`config.mk`:
```
export PLATFORM = sky130hd
export DESIGN_NAME = dp_issue_ctrl_flat
export DESIGN_NICKNAME = d
export VERILOG_FILES = /design/src/rtl/dp_issue_if.sv /design/src/rtl/dp_issue_ctrl.sv /design/src/flat_wrapper.sv
export SDC_FILE = /design/constraint.sdc
export NUM_CORES = 1
export LEC_CHECK = 0
export ABC_CLOCK_PERIOD_IN_PS = 1500
export BUFFER_PORTS_ARGS = -buffer_cell sky130_fd_sc_hd__clkbuf_2
export CAP_MARGIN = 20
export CORE_UTILIZATION = 41
export CTS_CLUSTER_SIZE = 20
export DETAILED_ROUTE_END_ITERATION = 16
export PLACE_DENSITY = 0.77
export SLEW_MARGIN = 20
export SYNTH_ARGS = -nofsm -noshare
export SYNTH_HDL_FRONTEND = slang
export SYNTH_SLANG_ARGS = --single-unit
```
`constraint.sdc`:
```
create_clock -name clk -period 1.5 [get_ports clk]
set_input_delay 0.075 -clock clk [delete_from_list [all_inputs] [get_ports clk]]
set_output_delay 0.075 -clock clk [all_outputs]
set_load 0.02 [all_outputs]
```
`src/rtl/dp_issue_if.sv`:
```
// Bus between the issue controller and its environment: instruction handshake,
// ALU drive/response and register-file write-back. slave = controller side.
interface dp_issue_if #(
  parameter int WIDTH = 32
);
  // Instruction handshake: an instruction transfers on a rising edge where
  // instr_valid and instr_ready are both high; instr_ready is high only in IDLE,
  // and instr/instr_valid are don't-care whenever instr_ready is low.
  logic             instr_valid;
  logic [31:0]      instr;
  logic             instr_ready;

  logic [3:0]       operation_select;
  logic             alu_carry_in;
  logic             alu_src_imm;
  logic [3:0]       rn_addr;
  logic [WIDTH-1:0] alu_result;
  logic             alu_n;
  logic             alu_z;
  logic             alu_c;
  logic             alu_v;

  logic [3:0]       rd_addr;
  logic [WIDTH-1:0] wb_data;
  logic             reg_write;
  logic [3:0]       flags;
  logic             done;
  logic             undef;

  // FSM state: 0 IDLE, 1 DECODE, 2 EXECUTE, 3 WRITEBACK
  logic [1:0]       state_dbg;

  modport slave (
    input  instr_valid, instr, alu_result, alu_n, alu_z, alu_c, alu_v,
    output instr_ready, operation_select, alu_carry_in, alu_src_imm, rn_addr,
           rd_addr, wb_data, reg_write, flags, done, undef, state_dbg
  );

  modport master (
    output instr_valid, instr, alu_result, alu_n, alu_z, alu_c, alu_v,
    input  instr_ready, operation_select, alu_carry_in, alu_src_imm, rn_addr,
           rd_addr, wb_data, reg_write, flags, done, undef, state_dbg
  );
endinterface

```
`src/rtl/dp_issue_ctrl.sv`:
```
// Multi-cycle issue controller for ARM-style data-processing instructions:
// condition check, ALU drive, result capture, register write-back and NZCV update.
module dp_issue_ctrl #(
  parameter int WIDTH = 32
) (
  input  logic     clk,
  input  logic     reset,
  dp_issue_if.slave bus
);

  typedef enum logic [1:0] {
    S_IDLE      = 2'd0,
    S_DECODE    = 2'd1,
    S_EXECUTE   = 2'd2,
    S_WRITEBACK = 2'd3
  } state_t;

  state_t state, state_nx;

  logic [3:0]       cond_q;
  logic             imm_q;
  logic [3:0]       cmd_q;
  logic             s_q;
  logic [3:0]       rn_q;
  logic [3:0]       rd_q;
  logic [WIDTH-1:0] wb_q;
  logic [3:0]       stage_q;
  logic [3:0]       flags_q;

  logic             ready_c;
  logic             done_c;
  logic             undef_c;
  logic             reg_write_c;
  logic [3:0]       op_c;

  logic             cmd_undef;
  logic             is_cmp;
  logic             is_arith;
  logic             cond_ok;
  logic             flag_wr;
  logic             unused_instr_bits;

  assign unused_instr_bits = ^{bus.instr[27:26], bus.instr[11:0]};

  function automatic logic cond_pass(input logic [3:0] c, input logic [3:0] f);
    logic n, z, cf, v;
    {n, z, cf, v} = f;
    case (c)
      4'h0:    cond_pass = z;
      4'h1:    cond_pass = !z;
      4'h2:    cond_pass = cf;
      4'h3:    cond_pass = !cf;
      4'h4:    cond_pass = n;
      4'h5:    cond_pass = !n;
      4'h6:    cond_pass = v;
      4'h7:    cond_pass = !v;
      4'h8:    cond_pass = cf && !z;
      4'h9:    cond_pass = !cf || z;
      4'hA:    cond_pass = (n == v);
      4'hB:    cond_pass = (n != v);
      4'hC:    cond_pass = !z && (n == v);
      4'hD:    cond_pass = z || (n != v);
      4'hE:    cond_pass = 1'b1;
      default: cond_pass = 1'b0;
    endcase
  endfunction

  assign cmd_undef = (cmd_q == 4'b1000) || (cmd_q == 4'b1001) || (cmd_q == 4'b1011);
  assign is_cmp    = (cmd_q == 4'b1010);
  assign is_arith  = ((cmd_q >= 4'b0010) && (cmd_q <= 4'b0111)) || is_cmp;
  assign cond_ok   = cond_pass(cond_q, flags_q);
  assign flag_wr   = (state == S_WRITEBACK) && (s_q || is_cmp);

  always_ff @(posedge clk or posedge reset) begin
    if (reset) state <= S_IDLE;
    else       state <= state_nx;
  end

  always_comb begin
    state_nx    = state;
    ready_c     = 1'b0;
    done_c      = 1'b0;
    undef_c     = 1'b0;
    reg_write_c = 1'b0;
    op_c        = 4'b0000;
    case (state)
      S_IDLE: begin
        ready_c = 1'b1;
        if (bus.instr_valid) state_nx = S_DECODE;
      end
      S_DECODE: begin
        // An unsupported command is reported even when its condition fails.
        if (cmd_undef) begin
          undef_c  = 1'b1;
          done_c   = 1'b1;
          state_nx = S_IDLE;
        end else if (!cond_ok) begin
          done_c   = 1'b1;
          state_nx = S_IDLE;
        end else begin
          state_nx = S_EXECUTE;
        end
      end
      S_EXECUTE: begin
        op_c     = cmd_q;
        state_nx = S_WRITEBACK;
      end
      S_WRITEBACK: begin
        reg_write_c = !is_cmp;
        done_c      = 1'b1;
        state_nx    = S_IDLE;
      end
      default: state_nx = S_IDLE;
    endcase
  end

  always_ff @(posedge clk or posedge reset) begin
    if (reset) begin
      cond_q  <= 4'b0;
      imm_q   <= 1'b0;
      cmd_q   <= 4'b0;
      s_q     <= 1'b0;
      rn_q    <= 4'b0;
      rd_q    <= 4'b0;
      wb_q    <= '0;
      stage_q <= 4'b0;
      flags_q <= 4'b0;
    end else begin
      if ((state == S_IDLE) && bus.instr_valid) begin
        cond_q <= bus.instr[31:28];
        imm_q  <= bus.instr[25];
        cmd_q  <= bus.instr[24:21];
        s_q    <= bus.instr[20];
        rn_q   <= bus.instr[19:16];
        rd_q   <= bus.instr[15:12];
      end
      if (state == S_EXECUTE) begin
        wb_q    <= bus.alu_result;
        stage_q <= {bus.alu_n, bus.alu_z, bus.alu_c, bus.alu_v};
      end
      // Logical and move commands leave C and V untouched.
      if (flag_wr) begin
        if (is_arith) flags_q <= stage_q;
        else          flags_q <= {stage_q[3:2], flags_q[1:0]};
      end
    end
  end

  assign bus.instr_ready      = ready_c;
  assign bus.operation_select = op_c;
  assign bus.alu_carry_in     = flags_q[1];
  assign bus.alu_src_imm      = imm_q;
  assign bus.rn_addr          = rn_q;
  assign bus.rd_addr          = rd_q;
  assign bus.wb_data          = wb_q;
  assign bus.reg_write        = reg_write_c;
  assign bus.flags            = flags_q;
  assign bus.done             = done_c;
  assign bus.undef            = undef_c;
  assign bus.state_dbg        = state;

endmodule

```
`src/flat_wrapper.sv`:
```
// flat-port wrapper written by rule: the top's interface ports become plain ports
module dp_issue_ctrl_flat 
#(
  parameter int WIDTH = 32
)
  (clk, reset, bus_instr_valid, bus_instr, bus_alu_result, bus_alu_n, bus_alu_z, bus_alu_c, bus_alu_v, bus_instr_ready, bus_operation_select, bus_alu_carry_in, bus_alu_src_imm, bus_rn_addr, bus_rd_addr, bus_wb_data, bus_reg_write, bus_flags, bus_done, bus_undef, bus_state_dbg);
  dp_issue_if #(.WIDTH(WIDTH)) bus_i ();
  input  logic clk;
  input  logic reset;
  input wire logic [$bits(bus_i.instr_valid)-1:0] bus_instr_valid;
  input wire logic [$bits(bus_i.instr)-1:0] bus_instr;
  input wire logic [$bits(bus_i.alu_result)-1:0] bus_alu_result;
  input wire logic [$bits(bus_i.alu_n)-1:0] bus_alu_n;
  input wire logic [$bits(bus_i.alu_z)-1:0] bus_alu_z;
  input wire logic [$bits(bus_i.alu_c)-1:0] bus_alu_c;
  input wire logic [$bits(bus_i.alu_v)-1:0] bus_alu_v;
  output wire logic [$bits(bus_i.instr_ready)-1:0] bus_instr_ready;
  output wire logic [$bits(bus_i.operation_select)-1:0] bus_operation_select;
  output wire logic [$bits(bus_i.alu_carry_in)-1:0] bus_alu_carry_in;
  output wire logic [$bits(bus_i.alu_src_imm)-1:0] bus_alu_src_imm;
  output wire logic [$bits(bus_i.rn_addr)-1:0] bus_rn_addr;
  output wire logic [$bits(bus_i.rd_addr)-1:0] bus_rd_addr;
  output wire logic [$bits(bus_i.wb_data)-1:0] bus_wb_data;
  output wire logic [$bits(bus_i.reg_write)-1:0] bus_reg_write;
  output wire logic [$bits(bus_i.flags)-1:0] bus_flags;
  output wire logic [$bits(bus_i.done)-1:0] bus_done;
  output wire logic [$bits(bus_i.undef)-1:0] bus_undef;
  output wire logic [$bits(bus_i.state_dbg)-1:0] bus_state_dbg;
  assign bus_i.instr_valid = bus_instr_valid;
  assign bus_i.instr = bus_instr;
  assign bus_i.alu_result = bus_alu_result;
  assign bus_i.alu_n = bus_alu_n;
  assign bus_i.alu_z = bus_alu_z;
  assign bus_i.alu_c = bus_alu_c;
  assign bus_i.alu_v = bus_alu_v;
  assign bus_instr_ready = bus_i.instr_ready;
  assign bus_operation_select = bus_i.operation_select;
  assign bus_alu_carry_in = bus_i.alu_carry_in;
  assign bus_alu_src_imm = bus_i.alu_src_imm;
  assign bus_rn_addr = bus_i.rn_addr;
  assign bus_rd_addr = bus_i.rd_addr;
  assign bus_wb_data = bus_i.wb_data;
  assign bus_reg_write = bus_i.reg_write;
  assign bus_flags = bus_i.flags;
  assign bus_done = bus_i.done;
  assign bus_undef = bus_i.undef;
  assign bus_state_dbg = bus_i.state_dbg;
  dp_issue_ctrl #(.WIDTH(WIDTH)) u_core (.clk(clk), .reset(reset), .bus(bus_i));
endmodule
```
==> results.md <==
- CORE AREA: ~6000 um^2
- DR iter-0 viols: 59
- Root Driver: clkbuf_8
- Final wirelength: ~6800 um
- Final period util: 137%
- CTS clk-pin slew, worst paths: 70 ps
- Area share of xor/xnor cells in the synthesized design: 0.680%
- Post-DRT Antenna Nets: 0
- Synth warn: 0
- Startpoint types: flip-flop
- Switching share of power: 38.3%
- CP Class: reg2out
- Layout cells sized above 1: a little over three fifths
- GP Congestion: 0.807
- Worst EP required: about 1400 ps
- Slew HR: 73.5%
- TritonCTS Buffers: 9
- Cell variety after synth: 34
- Compound-Gate Fraction of Synth Area: around 4%
- Clock sinks: 60
- Drt pass-1 iters: 4
- Placed cell areas: roughly 3400 um^2
- RSZ-0062 raised after global routing: true
- Crit path time final: 2050 ps
- Hold Fails Final Rpt: 0
- Pwr per Cell Area: ~2100 nW/um^2
- #FFs+latches synth: 60
- Via Count: 2,250
- Fmax: 0.487 GHz
- Async SR Flop Fraction: 100%
- DP Wirelength: approximately 4000 um
- # port buffers: 112
- Internal power: about 5.8 mW
- Status: finished, violations left
- Post-route setup slack: -554 ps
- Comb pwr share: approximately half
- Total gr overflow: 0
- Fin nets: between 400 and 500
- Ant diodes: 0
- Avg Inst Size Synth: 13.9 um^2
- # rows: 28
- First-pass GRT wire length: 10,500 um
- Width of the die: slightly above 80 um
- Syn Inst Count: ~190
- Synth Area in Adders: 0%
- Main combinational cell family by area after synthesis: multiplexers
- Hold Path Class: in2async
- Net Sw Power: roughly 3.6 mW
- Starting Density: 43.0%
- Post-synth top area cell: dfrtp_1
- Flop-to-flop setup slack: -60 ps
- Dpl cells: 379
- Clk_lat worst skew: 330 ps
- Finished Layout Cells: 466
- Die Span Y: 81.3 um
- Top-area cell type share of the netlist area: 58.3%
- Max_cap viols: 0
- Worst Tran Pin Value: 397 ps
- Sequential Power Share: 32.6%
- Failing checks: setup timing
- Post-synthesis sequential area ratio: 58.3%
- Pleak: around 2.1 nW
- # IOs: 127
- Mapped Nets: 256
- Fin area: 4400 um^2
- CTS Buffer Depth: 2
- Simple-gate portion of the synthesized area: 8.54%
- Largest net degree at the start of global routing: 33
- Vias in the first global route: 2,350
- Final setup viols: 2
- # DRC: 0
- Max rail drop VDD: roughly 1.3 mV
- Clock group share of total power: 15.7%
- Vias/cell: 4.83
- Final Core Density: between 70% and 80%
- Die ar.: 6610 um^2
- GRT Overall Usage: 21.6%
- Initial antenna violation count: 0
- Area Overhead vs Synth: 70.5%
- Area contributors post-synth: dfrtp_1, mux2_2, nor2_1
- Power Total: roughly 9.4 mW
- Cell Area, Synth: 2580 um^2
- Ys flop type: dfrtp_1
- Htree depth: 3
- CP Data Arrival Time: 1980 ps
- CTS tree: built
- Routed length per instance: 14.7 um
- Mux share of post-synthesis cell area: 25.7%
- Clock Skew: 7.37 ps
- Final Slew Violations: 0
- Crit. End Element: output port
- CP max FO: 5
- Post-synth EDFFs: 0
-- repair_timing --
action / 4_1_cts / 5_1_grt
setup buffers: 7 / 7
hold buffers: 56 / 0
setup endpoints to repair: 6 / 41
pin swaps: 1 / 8
gates resized for setup: 12 / 30
endpoints found under the hold margin: 115 / 0
cloned: 1 / 1
-- power by group through the flow --
stage	Combinational (mW)	Sequential, mW	Clock [mW]
2_1_floorplan	1.98	3.76	0
3_3_place_gp	3.91	3.04	0
3_5_place_dp	3.99	3.08	0
4_1_cts	4.38	3.05	1.50
5_1_grt	5.17	3.16	1.57
6_report	4.84	3.05	1.47
-- synthesized netlist by cell type (2+ instances only) --
library cell,n
and2_1,5
and3b_1,2
nor3_1,4
nor2b_1,4
mux2_2,57
xor2_1,2
nor2_1,9
inv_1,3
buf_4,2
mux2i_1,2
buf_2,6
nand2_1,4
nand2b_1,5
dfrtp_1,60
-- stage by stage --
step,setup TNS (ps),hold WS (ps),worst slack (ps)
floorplan,-373,181,-159
global placement,-330,180,-214
detailed placement,-487,191,-293
CTS,-659,389,-563
global route,-840,399,-677
finish,-613,388,-554
-- per-layer routing --
| metal | share of wire [%] | wire length (um) | vias up | track usage, % |
|---|---|---|---|---|
| met1 | 40 | 2730 | 1097 | 23.3 |
| met2 | 52 | 3580 | 84 | 38.3 |
| li1 | - | - | 1055 | - |
| met5 | 0 | 0 | - | 0 |
| met3 | 5.4 | 368 | 14 | 8.20 |
| met4 | 2.2 | 150 | 0 | 7.32 |
-- area by class of cell --
type / count / area (um^2)
fill: 405 / 1600
timing repair buffer: 199 / 1420
inverter: 3 / 15.0
tap: 75 / 93.8
multi-input combinational: 113 / 1150
clock buffer: 12 / 155
sequential: 60 / 1510
clock inverter: 4 / 47.5
-- worst paths after layout --
kind,start,end,cells after the start
worst max-delay path,u_core.cond_q[2],bus_done,7
worst min-delay path,reset,u_core.cmd_q[3],4
worst max register to register,u_core.cond_q[2],flip-flop,6
worst min register to register,u_core.stage_q[3],u_core.bus.flags[3],1
max in group asynchronous,reset,u_core.bus.wb_data[5],4
min in group clk,bus_instr[24],u_core.cmd_q[3],4
-- flip-flops by register name, indices dropped and copies added (netlist names), named ones only --
name / count
u_core.bus.flags: 4
u_core.bus.wb_data: 32
u_core.bus.rn_addr: 4
u_core.bus.alu_src_imm: 1
u_core.cond_q: 4
u_core.s_q: 1
u_core.stage_q: 4
u_core.bus.rd_addr: 4
u_core.bus.state_dbg: 1
u_core.cmd_q: 4
-- worst max-delay path, cell delays in order (launching register included) --
cell and delay [ps]:
dfrtp_2 420, buf_2 160, and3b_2 230, nor2_1 140, a31oi_2 130, a2111oi_4 250
o31a_1 170, clkbuf_8 140
-- cell usage in the layout, fill, tap and decap left out, drive strengths merged, types with 2 or more instances in the layout --
cell,count
dfrtp,60
nor4bb,2
nor3,4
buf,35
nand2b,5
dlygate4sd3,56
xor2,2
mux2,57
clkinvlp,2
clkinv,2
and2,6
clkbuf,120
and3b,2
o21ai,2
nand2,4
nor2b,4
mux2i,2
o31ai,2
nor2,9
inv,2
-- cells by family (layout without fill, tap and decap cells) --
| kind of cell | Yosys count | in the layout |
|---|---|---|
| flops | 60 | 60 |
| mux | 59 | 59 |
| simple gates | 38 | 39 |
| compound gates | 13 | 13 |
| buf+inv | 13 | 218 |
| xor+xnor | 2 | 2 |
Power figures use the tool's default switching activity.
